$ cat config.mk
export PLATFORM = sky130hd
export DESIGN_NAME = branch_predictor
export DESIGN_NICKNAME = d
export VERILOG_FILES = /design/src/rtl/branch_predictor.sv
export SDC_FILE = /design/constraint.sdc
export NUM_CORES = 2
export LEC_CHECK = 0
export ABC_AREA = 1
export CAP_MARGIN = 15
export CELL_PAD_IN_SITES_DETAIL_PLACEMENT = 1
export CELL_PAD_IN_SITES_GLOBAL_PLACEMENT = 1
export CORE_MARGIN = 2
export CORE_UTILIZATION = 48
export DETAILED_ROUTE_END_ITERATION = 7
export PLACE_DENSITY = 0.84
export SYNTH_ARGS = -nofsm -noshare
export SYNTH_HDL_FRONTEND = slang
export SYNTH_SLANG_ARGS = --single-unit
export TNS_END_PERCENT = 10
$ cat constraint.sdc
create_clock -name clk -period 4.55 [get_ports clk]
set_input_delay 0.455 -clock clk [delete_from_list [all_inputs] [get_ports clk]]
set_output_delay 0.455 -clock clk [all_outputs]
set_load 0.05 [all_outputs]
$ cat src/rtl/branch_predictor.sv
// branch_predictor: gshare direction predictor with a direct-mapped BTB, trained from resolved EX outcomes
module branch_predictor #(
  parameter int IDX_W = 5
) (
  input  logic             clk,
  input  logic             reset,
  input  logic [31:0]      IF_pc,
  output logic             prediction,
  output logic [31:0]      predicted_pc,
  output logic [IDX_W-1:0] IF_pht_index,
  input  logic             EX_update,
  input  logic [31:0]      EX_pc,
  input  logic [IDX_W-1:0] EX_pht_index,
  input  logic             EX_taken,
  input  logic [31:0]      EX_target
);
  localparam int N = 1 << IDX_W;
  localparam int TAG_W = 30 - IDX_W;
  logic [N-1:0]       valid_q, valid_d;
  logic [TAG_W-1:0]   tag_q [N];
  logic [TAG_W-1:0]   tag_d [N];
  logic [31:0]        target_q [N];
  logic [31:0]        target_d [N];
  logic [1:0]         pht_q [N];
  logic [1:0]         pht_d [N];
  logic [IDX_W-1:0]   bhr_q, bhr_d;
  logic [IDX_W-1:0]   if_idx, ex_idx;
  logic [1:0]         ex_ctr;
  logic               hit;
  assign if_idx       = IF_pc[IDX_W+1:2];
  assign ex_idx       = EX_pc[IDX_W+1:2];
  assign ex_ctr       = pht_q[EX_pht_index];
  assign hit          = valid_q[if_idx] && tag_q[if_idx] == IF_pc[31:IDX_W+2];
  assign IF_pht_index = if_idx ^ bhr_q;
  assign prediction   = hit && pht_q[IF_pht_index][1];
  assign predicted_pc = prediction ? target_q[if_idx] : IF_pc + 32'd4;
  always_comb begin
    valid_d  = valid_q;
    tag_d    = tag_q;
    target_d = target_q;
    pht_d    = pht_q;
    bhr_d    = bhr_q;
    if (EX_update) begin
      pht_d[EX_pht_index] = EX_taken ? (ex_ctr == 2'b11 ? 2'b11 : ex_ctr + 2'd1)
                                     : (ex_ctr == 2'b00 ? 2'b00 : ex_ctr - 2'd1);
      bhr_d = {bhr_q[IDX_W-2:0], EX_taken};
      if (EX_taken) begin
        valid_d[ex_idx]  = 1'b1;
        tag_d[ex_idx]    = EX_pc[31:IDX_W+2];
        target_d[ex_idx] = EX_target;
      end
    end
  end
  always_ff @(posedge clk) begin
    tag_q    <= tag_d;
    target_q <= target_d;
    if (reset) begin
      valid_q <= '0;
      bhr_q   <= '0;
      pht_q   <= '{default: 2'b01};
    end else begin
      valid_q <= valid_d;
      bhr_q   <= bhr_d;
      pht_q   <= pht_d;
    end
  end
endmodule

==> out/metrics.csv <==
metric;value;unit
netlist_area;78300;µm²
setup_tns;0;ns
worstSetupStartpointType;input pin;
synth.top_cell.area_share;69.9;%
grt_pass1_vias;61295;
antenna_found_initial;25;
dp.cells;8874;
swShare;23.9;%
grt_pass1_wl;415;mm
layout-drive-gt1-share;8.81;%
core_area;162000;µm²
power_frac_clock;42.3;%
syn_to_final_growth;15.3;%
power_frac_seq;50.5;%
grt_setup_unrepaired;no;
cp-end-kind;primary output;
syn-num-nets;6846;
yosysWarnings;0;
fp.dieW;408;µm
fin_worst_hold_slack;0.357;ns
power;0.0387;W
vias_per_cell;6.43;
grt_max_degree;213;
cp.arrival;4.03;ns
relSlewSlack;20.4;%
htree_num_levels;4;
clkLatencyLatePin;0.82;ns
hold_class;input pin to flop;
fmax;223;MHz
finalNetCount;7011;
fin_crit;4.49;ns
reg2reg_from;pht_q[63];
power_density;429;nW/µm²
pin_count;143;
min_to;tag_q[218];
crit_buf_inv;8;
dr.pass1.iters;8;
route.detailed.drc;0;
p_comb_share;7.2;%
cellInternalPower;0.0295;W
synth.distinct_cells;43;
gp_congestion;0.874;
avgSynthCellArea;11.6;µm²
maxSlewViolCount;0;
ys_seq_elements;1925;
r2r-end;pht_q[36];
slowest_stage;clkdlybuf4s50_1;
rrSetupSlack;2.22;ns
hold_viol;0;
port_buffers;140;
path_cells;clkdlybuf4s50_1 > buf_4 > inv_6 > nor2_4 > inv_2 > buf_12 > a21oi_1 > nor2_1 > nand2_1 > nand2_1 > nand2_1 > nand2_1 > nor2_1 > nand2_1 > nor2_1 > nand2_2 > nor2_8 > buf_4 > nand2_1 > o21ai_0 > buf_4 > buf_12;
syn_inst;6740;
synth_flop_cell;edfxtp_1;
synth_edf_count;1824;
cts_sinks;1925;
drtAntennaViolNets;0;
cp.required;4.09;ns
setup_viol;0;
cap_violations;0;
cts_tree;done;
fin_worst_skew;0.00807;ns
crit_family;simple AND/OR/NAND/NOR gates;
cts_buffers;192;
avgRoutedWirePerCell;31.3;µm
status;completed;
root_buffer;clkbuf_16;
max_stage_delay;0.46;ns
vias;59459;
reg2reg_depth;9;
leakagePower;31.3;nW
synthArstFlopShare;0;%
clockBufferDepth;3;
seq_area_frac_synth;72.5;%
hpwlAfterDp;154;mm
first_iter_violations;8404;
die_h;408;µm
postCtsHoldBufs;0;
min_from;EX_pc[25];
yosys.area.top_type;edfxtp_1;
p_switching;0.00927;W
irDropWorstVdd;0.000418;V
path_common_cell;nand2_1;
finalWirelength;289;mm
clk_pin_slew;0.06;ns
stdcell_count;9248;
start_util;48.2;%
grt_usage;33.9;%
synth.area.top_cells;edfxtp_1 (70%), nand2_1 (6.5%), nor2_1 (5.0%);
finalCritPeriodShare;98.7;%
fp-row-count;148;
nFillCells;16305;
critPathKind;input pin to primary output;
whs_path_depth;1;
path_max_fanout;29;
grt_overflow;0;
dieArea;166000;µm²
max_slew.worst_pin.slew;1.19;ns
==> routing by layer <==
metal  part of all wire, %  vias up  GRT usage (%)
met5                 0.073        -              0
met4                   6.6       32           21.2
met3                    12     1132           8.84
met2                    47     4375           53.6
met1                    35    29695           41.8
li1                      -    24225              -
==> through the flow <==
step	setup WS, ns	cell area, µm²	utilization (%)
finish	0.0603	90300	55.6
global route	0.0141	90300	55.6
CTS	0.00834	90000	55.4
detailed placement	0.0487	83600	51.5
global placement	0.241	83600	51.5
floorplan	0.420	78300	-
==> power groups by stage <==
stage	logic [W]	registers (W)	clock network [W]
6_report	0.00279	0.0196	0.0164
5_1_grt	0.00294	0.0196	0.0170
4_1_cts	0.00269	0.0196	0.0164
3_5_place_dp	0.00261	0.0199	0
3_3_place_gp	0.00247	0.0199	0
2_1_floorplan	0.00136	0.0199	0
==> cell usage in the layout (no fill, tap or decap), drive strengths merged, types with 3 or more instances in the layout <==
cell type,instances
clkdlybuf4s50,103
nand3b,4
xnor2,4
clkinvlp,10
nand2,1367
a31oi,42
a22oi,33
nor4,3
nor3,45
a21oi,145
clkinv,88
nor2,1044
o211ai,3
o22ai,204
o211a,17
o221ai,42
nand4,9
nand3,478
bufinv,24
xor2,28
edfxtp,1824
o21bai,5
o21ai,727
clkbuf,230
diode,9
buf,286
inv,193
dfxtp,101
==> cells by family (layout without fill, tap and decap cells) <==
kind of cell / count (synthesis) / after routing / share of synthesized area (%)
xor+xnor: 32 / 32 / 0.358
other cells: 0 / 9 / 0
buf+inv: 610 / 934 / 3.33
simple gates: 2952 / 2952 / 15.1
fa+ha+maj: 1 / 1 / 0.0160
flops: 1925 / 1925 / 72.5
compound gates: 1220 / 1220 / 8.64
==> repair_timing <==
| item | 4_1_cts | 5_1_grt |
|---|---|---|
| endpoints found under the setup margin | 20 | 32 |
| setup buffers | 0 | 4 |
| pin swaps | 1 | 2 |
| gates resized for setup | 2 | 8 |
==> Yosys cell counts, types with 3 or more instances <==
cell type  instances
a21oi_1          145
a22oi_1           33
a31oi_1           42
buf_1             33
buf_2             90
buf_4             15
buf_6             20
clkbuf_1         260
clkinv_1           5
dfxtp_1          101
edfxtp_1        1824
inv_1            183
inv_2              3
nand2_1         1364
nand3_1          476
nand3b_1           4
nand4_1            8
nor2_1          1041
nor3_1            43
nor4_1             3
o211a_1           17
o211ai_1           3
o21ai_0          719
o21ai_1            8
o21bai_1           5
o221ai_1          42
o22ai_1          204
xnor2_1            4
xor2_1            28
==> final cells by class <==
cell class / count / area [µm²] / share of cell area [%]
clock buffers: 230 / 4970 / 5.50
flip-flops and latches: 1925 / 56800 / 62.9
well taps: 2175 / 2720 / 3.01
clock inverters: 123 / 1390 / 1.54
inverters: 192 / 762 / 0.844
diodes: 9 / 22.5 / 0.0249
repair buffers: 389 / 4440 / 4.91
multi-input cells: 4205 / 19200 / 21.3
==> worst max-delay path by stage <==
stage / start / endpoint / slack [ns] / depth (start not counted)
6_report: IF_pc[5] / predicted_pc[7] / 0.06 / 22
4_1_cts: IF_pc[5] / predicted_pc[4] / 0.008 / 23
5_1_grt: IF_pc[2] / predicted_pc[7] / 0.01 / 22
2_1_floorplan: IF_pc[3] / predicted_pc[7] / 0.42 / 13
3_5_place_dp: IF_pc[5] / predicted_pc[14] / 0.05 / 21
3_3_place_gp: IF_pc[5] / predicted_pc[24] / 0.24 / 21
==> flip-flops by register name (all words and copies together) (netlist names) <==
name and flops:
bhr_q 5, valid_q 32, target_q 1024, tag_q 800
pht_q 64
Power figures use the tool's default switching activity.
